### config.mk
export PLATFORM = sky130hd
export DESIGN_NAME = alu_arb
export DESIGN_NICKNAME = d
export VERILOG_FILES = /design/src/rtl/alu_arb_pkg.sv /design/src/rtl/alu_arb_alu.sv /design/src/rtl/alu_arb.sv
export SDC_FILE = /design/constraint.sdc
export NUM_CORES = 1
export LEC_CHECK = 0
export ABC_AREA = 1
export BUFFER_PORTS_ARGS = -buffer_cell sky130_fd_sc_hd__buf_2
export CAP_MARGIN = 25
export CORE_MARGIN = 1
export CORE_UTILIZATION = 45
export DETAILED_ROUTE_END_ITERATION = 7
export PLACE_DENSITY_LB_ADDON = 0.25
export SYNTH_ARGS = -nofsm -noshare
export SYNTH_HDL_FRONTEND = slang
export SYNTH_SLANG_ARGS = --single-unit
### constraint.sdc
create_clock -name clk -period 3.85 [get_ports clk]
set_clock_uncertainty 0.2 [all_clocks]
set_input_delay 0.1925 -clock clk [delete_from_list [all_inputs] [get_ports clk]]
set_output_delay 0.1925 -clock clk [all_outputs]
set_load 0.05 [all_outputs]
### src/rtl/alu_arb_pkg.sv
// rtl/alu_arb_pkg.sv - shared widths, opcodes and result-register states for alu_arb
package alu_arb_pkg;

  localparam int ID_W   = 1;
  localparam int DATA_W = 8;
  localparam int CNT_W  = 16;

  typedef logic [1:0] opcode_t;

  localparam opcode_t OP_ADD = 2'b00;
  localparam opcode_t OP_SUB = 2'b01;
  localparam opcode_t OP_AND = 2'b10;
  localparam opcode_t OP_OR  = 2'b11;

  // Result register occupancy doubles as the state: EMPTY or FULL
  localparam logic [0:0] S_EMPTY = 1'b0;
  localparam logic [0:0] S_FULL  = 1'b1;

endpackage

### src/rtl/alu_arb_alu.sv
// rtl/alu_arb_alu.sv - shared 8-bit combinational alu with signed overflow flag
module alu
  import alu_arb_pkg::*;
(
  input  logic [DATA_W-1:0] a,
  input  logic [DATA_W-1:0] b,
  input  opcode_t           op,
  output logic [DATA_W-1:0] c,
  output logic              overflow
);

  logic [DATA_W-1:0] sum;
  logic [DATA_W-1:0] diff;

  assign sum  = a + b;
  assign diff = a - b;

  // Select result; overflow only meaningful for the signed arithmetic ops
  always_comb begin
    c        = '0;
    overflow = 1'b0;
    case (op)
      OP_ADD: begin
        c        = sum;
        overflow = (a[DATA_W-1] == b[DATA_W-1]) && (sum[DATA_W-1] != a[DATA_W-1]);
      end
      OP_SUB: begin
        c        = diff;
        overflow = (a[DATA_W-1] != b[DATA_W-1]) && (diff[DATA_W-1] != a[DATA_W-1]);
      end
      OP_AND:  c = a & b;
      default: c = a | b;
    endcase
  end

endmodule

### src/rtl/alu_arb.sv
// rtl/alu_arb.sv - two-requester round-robin front end for the shared alu; stats under ALU_ARB_STATS_EN
module alu_arb
  import alu_arb_pkg::*;
(
  input  logic              clk,
  input  logic              rst,
  input  logic              v0,
  input  logic              v1,
  input  logic [DATA_W-1:0] a0,
  input  logic [DATA_W-1:0] b0,
  input  logic [DATA_W-1:0] a1,
  input  logic [DATA_W-1:0] b1,
  input  logic [1:0]        op0,
  input  logic [1:0]        op1,
  output logic              rdy0,
  output logic              rdy1,
  output logic              res_valid,
  input  logic              res_ready,
  output logic [ID_W-1:0]   res_id,
  output logic [DATA_W-1:0] c,
  output logic              overflow,
  output logic [CNT_W-1:0]  cnt0,
  output logic [CNT_W-1:0]  cnt1,
  output logic [CNT_W-1:0]  ovf_cnt
);

  logic              last;
  logic              can_accept;
  logic              gnt0;
  logic              gnt1;
  logic              grant;
  logic [ID_W-1:0]   gnt_id;
  logic [DATA_W-1:0] alu_a;
  logic [DATA_W-1:0] alu_b;
  opcode_t           alu_op;
  logic [DATA_W-1:0] alu_c;
  logic              alu_ovf;

  // A slot opens when the register is empty or is being drained this cycle
  assign can_accept = !res_valid || res_ready;

  // Round-robin grant: a lone requester wins, contention goes to the one not served last
  always_comb begin
    gnt0 = 1'b0;
    gnt1 = 1'b0;
    if (!rst && can_accept) begin
      if (v0 && v1) begin
        if (last) gnt0 = 1'b1;
        else      gnt1 = 1'b1;
      end else if (v0) begin
        gnt0 = 1'b1;
      end else if (v1) begin
        gnt1 = 1'b1;
      end
    end
  end

  assign rdy0   = gnt0;
  assign rdy1   = gnt1;
  assign grant  = gnt0 | gnt1;
  assign gnt_id = gnt1;

  // Operand mux feeding the single alu; requester 0 is the idle default
  always_comb begin
    alu_a  = a0;
    alu_b  = b0;
    alu_op = op0;
    if (gnt1) begin
      alu_a  = a1;
      alu_b  = b1;
      alu_op = op1;
    end
  end

  alu u_alu (
    .a        (alu_a),
    .b        (alu_b),
    .op       (alu_op),
    .c        (alu_c),
    .overflow (alu_ovf)
  );

  // Result register: load on grant, clear on drain, otherwise hold
  always_ff @(posedge clk) begin
    if (rst) begin
      res_valid <= S_EMPTY;
      c         <= '0;
      overflow  <= 1'b0;
      res_id    <= '0;
      last      <= 1'b1;
    end else if (grant) begin
      res_valid <= S_FULL;
      c         <= alu_c;
      overflow  <= alu_ovf;
      res_id    <= gnt_id;
      last      <= gnt1;
    end else if (res_ready) begin
      res_valid <= S_EMPTY;
    end
  end

`ifdef ALU_ARB_STATS_EN
  // Free-running wrap-around grant and overflow counters
  always_ff @(posedge clk) begin
    if (rst) begin
      cnt0    <= '0;
      cnt1    <= '0;
      ovf_cnt <= '0;
    end else begin
      if (gnt0)            cnt0    <= cnt0 + CNT_W'(1);
      if (gnt1)            cnt1    <= cnt1 + CNT_W'(1);
      if (grant && alu_ovf) ovf_cnt <= ovf_cnt + CNT_W'(1);
    end
  end
`else
  assign cnt0    = '0;
  assign cnt1    = '0;
  assign ovf_cnt = '0;
`endif

endmodule

After elaboration in Yosys (flattened, before gate mapping)
Cells that the tools add are included.
Widths: inputs -> output; s select.

operators by class
  add/sub/neg operators = 2
  eq/ne operators = 6
  mux-type cells = 16
  bitwise operators = 3
  reductions and logical operators = 9

operator list
  kind                count
  $pmux 8 s3          1
  $mux 8              2
  $mux 1              11
  $add 8x8->8         1
  $and 8x8->8         1
  $or 8x8->8          1
  $sub 8x8->8         1
  $logic_and 1x1->1   4
  $ne 1x1->1          3
  $eq 2x1->1 const B  1
  $eq 2x2->1 const B  1
  $logic_not 1->1     2
  $logic_not 2->1     1
  $mux 2              1
  $pmux 1 s2          1
  $reduce_bool 2->1   1
  $eq 1x1->1          1
  $logic_or 1x1->1    1
  $or 1x1->1          1

word-level totals
  bits in registers = 12
  input port bits = 41
  output and inout bits = 61

Logic depth before layout (Yosys ltp)
  depth in word-level cells = 9
  gate-level depth with buffers = 22
  depth with buffers taken out = 20

By module
From an unflattened synthesis, not the netlist that was laid out.

second synthesis, totals
  cells, all modules = 358
  area total of the unflattened synthesis = 2243.4 sq um

by module, submodules not included
  module   instances  cells each  area each (sq um)
  alu_arb  1          173         1123.6
  alu      1          185         1119.8

Least setup slack after synthesis
Ideal clock, no wire load.

  kind = reg2reg
  start = register res_valid
  end = register c[4]
  library setup time = 64 ps
  data arrival time = 2819 ps
  path slack = 767 ps
  cell stages (with the launch flop) = 15
  buffers on the path = 0
  period minus slack after synthesis = 3083 ps
  cell sequence = dfxtp_1 -> a21oi_4 -> nand2_4 -> inv_2 -> or2_2 -> o21ai_0 -> inv_1 -> ha_1 -> fa_1 -> nand3_1 -> nand3_1 -> xor2_1 -> o211ai_1 -> nor2_1 -> nor2_1

between the ends
  longest elaborated chain between the ends = 7
  elaborated cells on any way between the ends = 17

ends and longest elaborated chain
  item                                 RTL line           text
  start: declaration                   alu_arb.sv:17      output logic res_valid,
  start signal: assignment             alu_arb.sv:86      res_valid <= S_EMPTY;
  start signal: assignment             alu_arb.sv:92      res_valid <= S_FULL;
  start signal: assignment             alu_arb.sv:98      res_valid <= S_EMPTY;
  $logic_not 1->1 (*)                  alu_arb.sv:40      assign can_accept = !res_valid || res_ready;
  $logic_or 1x1->1 (*)                 alu_arb.sv:40
  $logic_and 1x1->1 (*)                alu_arb.sv:46      if (!rst && can_accept) begin
  $mux 1 (*)                           alu_arb.sv:46
  via rdy1                             alu_arb.sv:16      output logic rdy1,
  $mux 8 or $mux 2 (tied branches)     alu_arb.sv:68      if (gnt1) begin
  $sub 8x8->8 (tied with other cells)  alu_arb_alu.sv:16  assign diff = a - b;
  $pmux 8 s3                           alu_arb_alu.sv:22  case (op)
  end signal: assignment               alu_arb.sv:93      c <= alu_c;
  end: declaration                     alu_arb.sv:20      output logic [DATA_W-1:0] c,

Mark *: on every way through the listed nets, which the timed path passes. The rest lies on a longest branch.
A chain may end at the register's enable or synchronous reset.

Worst setup path in the final report
  start = register res_valid
  end = register c[4]

between the ends
  longest elaborated chain between the ends = 7
  elaborated cells on any way between the ends = 17

ends and longest elaborated chain
  item                                 RTL line
  $logic_not 1->1 (*)                  alu_arb.sv:40
  $logic_or 1x1->1 (*)                 alu_arb.sv:40
  $logic_and 1x1->1 (*)                alu_arb.sv:46
  $mux 1                               alu_arb.sv:46
  $mux 8 or $mux 2 (tied branches)     alu_arb.sv:68
  $sub 8x8->8 (tied with other cells)  alu_arb_alu.sv:16
  $pmux 8 s3                           alu_arb_alu.sv:22

Every way passes the cells marked *; elsewhere a longest branch is shown, timed or not.

==> reports/qor.csv <==
metric,value,unit
status,"complete, no violations",
tns,0,ns
sw_frac_of_total,54.67,%
finalWorstSetupSlack,0.6486,ns
diodes,0,
syn_area,0.002263,mm²
synth_area_leaders,"buf_4 16%, ha_1 13%, nand2_1 13%",
cts_buffer_depth,2,
r2r_slack,0.65,ns
p_leak,1.470,nW
power_density,301.7,mW/mm²
cts_tree,done,
die_h,72.92,µm
grtUsageMet1,24.87,%
cp_slowest_cell,fa_1,
dp_hpwl,4241,µm
rows,25,
cts_setup_buffers,0,
cp.arrival,3.13,ns
maxSlewViolCount,0,
finalSetupViolCount,0,
portBuffers,53,
synth_seq_area_share,10.61,%
grt_pass1_wl,8259,µm
cts_sinks,12,
hold_start,rst,
initial_core_util,47.29,%
drt_wl_total,5037,µm
gp_congestion,0.9499,
final_area,0.002430,mm²
ios,102,
hold_viol_final,0,
peakVddDrop,0.0001233,V
viasPerCell,4.505,
rsz0062_at_grt,false,
yosysTopAreaCell,buf_4,
grt.met2_usage,34.99,%
drv_cap,0,
grt_start_max_net_pins,33,
ys_warn_count,0,
firstDrtPassIters,4,
postCtsHoldBufs,0,
synth_edf_count,0,
p_clk_share,14.9,%
synthCells,363,
fillers,533,
fp.dieW,72.92,µm
antenna_left,0,
dr_total_vias,2158,
drc,0,
ctsResizeCount,0,
hold_path_end,res_valid,
fin_crit,3.201,ns
synth_flop_cell,dfxtp_1,
syn_to_final_growth,7.352,%
cp_max_fo,32,
p_comb_share,65.6,%
hold_depth,2,
use_met3,2.072,%
synthArstFlopShare,0,%
dp_cells,476,
worstPathRequired,3.77,ns
rr_endpoint,c[4],
intPower,0.0003323,W
layoutNonFillerInstCount,479,
ys_seq_elements,12,
r2r_cells,14,
synth.most_common_cell,nand2_1,
synth_cell_type_count,29,
cp_slowest_stage_delay,0.46,ns
crit_path_end_kind,flop,
cts-buffers-inserted,3,
cp_top_family,simple AND/OR/NAND/NOR gates,
grt_pass1_vias,1924,
synth_common_cells,"79 x nand2_1, 53 x inv_1, 49 x buf_4",
cts-htree-levels,1,
drt-initial-drc-count,116,
clk_pin_slew,0.05,ns
cp_num_buf_inv,2,
cp_cell_sequence,a21oi_4 > nand2_4 > inv_2 > or2_2 > o21ai_0 > inv_1 > ha_1 > fa_1 > nand3_1 > nand3_1 > xor2_1 > o211ai_1 > nor2_1 > nor2_1,
antenna_found_initial,0,
clock.fmax,312.4,MHz
final_nets,481,
core_area,0.004786,mm²
die_area,0.005317,mm²
multiInputGateArea,0.001578,mm²
netlist.area_leader.share,16.25,%
overflow,0,
dp_slack,0.6131,ns
r2r_start,res_valid,
clk_latency,0.23,ns
critPathKind,flop to flop,
p_sw,0.0004008,W
seqPwrFrac,19.5,%
seqCellArea,240.2,µm²
grt.busiest_layer,met2,
drive_above_1_share,20.39,%
worstHoldPathType,input port to flop,
post-route-period-util,83.15,%
root_buffer,clkbuf_8,
start_kind,flop,
grtUsageTotal,19.62,%
syn_avg_cell_area,6.235,µm²
place_area,0.002389,mm²
wl_per_cell,10.52,µm
==> stage by stage <==
step | power (W) | utilization, % | hold WS (ns)
final | 0.0007331 | 50.77 | 0.01700
after global routing | 0.0007935 | 50.77 | 0.03343
after CTS | 0.0007335 | 50.77 | 0.01254
after detailed placement | 0.0006221 | 49.91 | 0.2593
after global placement | 0.0006215 | 49.91 | 0.2526
after floorplan | 0.0005716 | - | 0.06157
==> worst max path at each step <==
stage               slack (ns)  startpoint  cells past startpoint    to
global placement          0.67   res_ready                     16  c[4]
CTS                       0.60   res_valid                     14  c[4]
detailed placement        0.61   res_ready                     16  c[4]
global route              0.40   res_valid                     14  c[4]
finish                    0.65   res_valid                     14  c[4]
floorplan                 0.77   res_valid                     14  c[4]
==> registers in the layout, summed over array words and instances (netlist names) <==
name / flops
last: 1
c: 8
res_valid: 1
res_id: 1
overflow: 1
==> area by class of cell <==
class,instances,area share (%)
Multi-Input combinational cell,286,64.93
Timing Repair Buffer,54,11.23
Sequential cell,12,9.887
Inverter,57,8.805
Tap cell,67,3.450
Clock buffer,3,1.699
==> cells in the final DEF, fill, tap and decap left out <==
cell / count
ha_1: 24
and2_1: 1
o21ai_0: 29
nand3_1: 25
nor2_4: 2
inv_2: 4
o211ai_1: 2
nand2_2: 4
buf_2: 53
nor2_1: 22
nor2_2: 2
clkbuf_8: 3
a21oi_1: 12
nand2_4: 5
a21oi_2: 1
o21ai_1: 4
a21oi_4: 1
nand2_1: 79
fa_1: 2
xor2_1: 4
buf_4: 1
inv_1: 53
o21ai_4: 1
or2_2: 7
nand4_1: 10
dfxtp_1: 12
conb_1: 48
nand3b_1: 1
==> power by group through the flow <==
stage	Sequential, W	Combinational (W)	Clock, W
6_report	0.000143	0.000481	0.000109
5_1_grt	0.000144	0.000530	0.000119
2_1_floorplan	0.000185	0.000387	0
4_1_cts	0.000143	0.000478	0.000112
3_3_place_gp	0.000145	0.000476	0
3_5_place_dp	0.000145	0.000477	0
==> layer usage <==
| metal | vias up | wire [µm] |
|---|---|---|
| met5 | - | 0 |
| met4 | 0 | 106 |
| met3 | 8 | 298 |
| met2 | 94 | 2341 |
| met1 | 916 | 2290 |
| li1 | 1140 | - |
==> cell families after synthesis <==
family                     count (synthesis)  synth area share (%)
AOI/OAI and AO/OA                         50                 12.44
other                                      1                0.1657
adders and majority gates                 26                 15.04
xor gates and xnor gates                   4                 1.548
buffers and inverters                    112                 27.47
and+or+nand+nor                          158                 32.72
DFF                                       12                 10.61
Power figures use the tool's default switching activity.
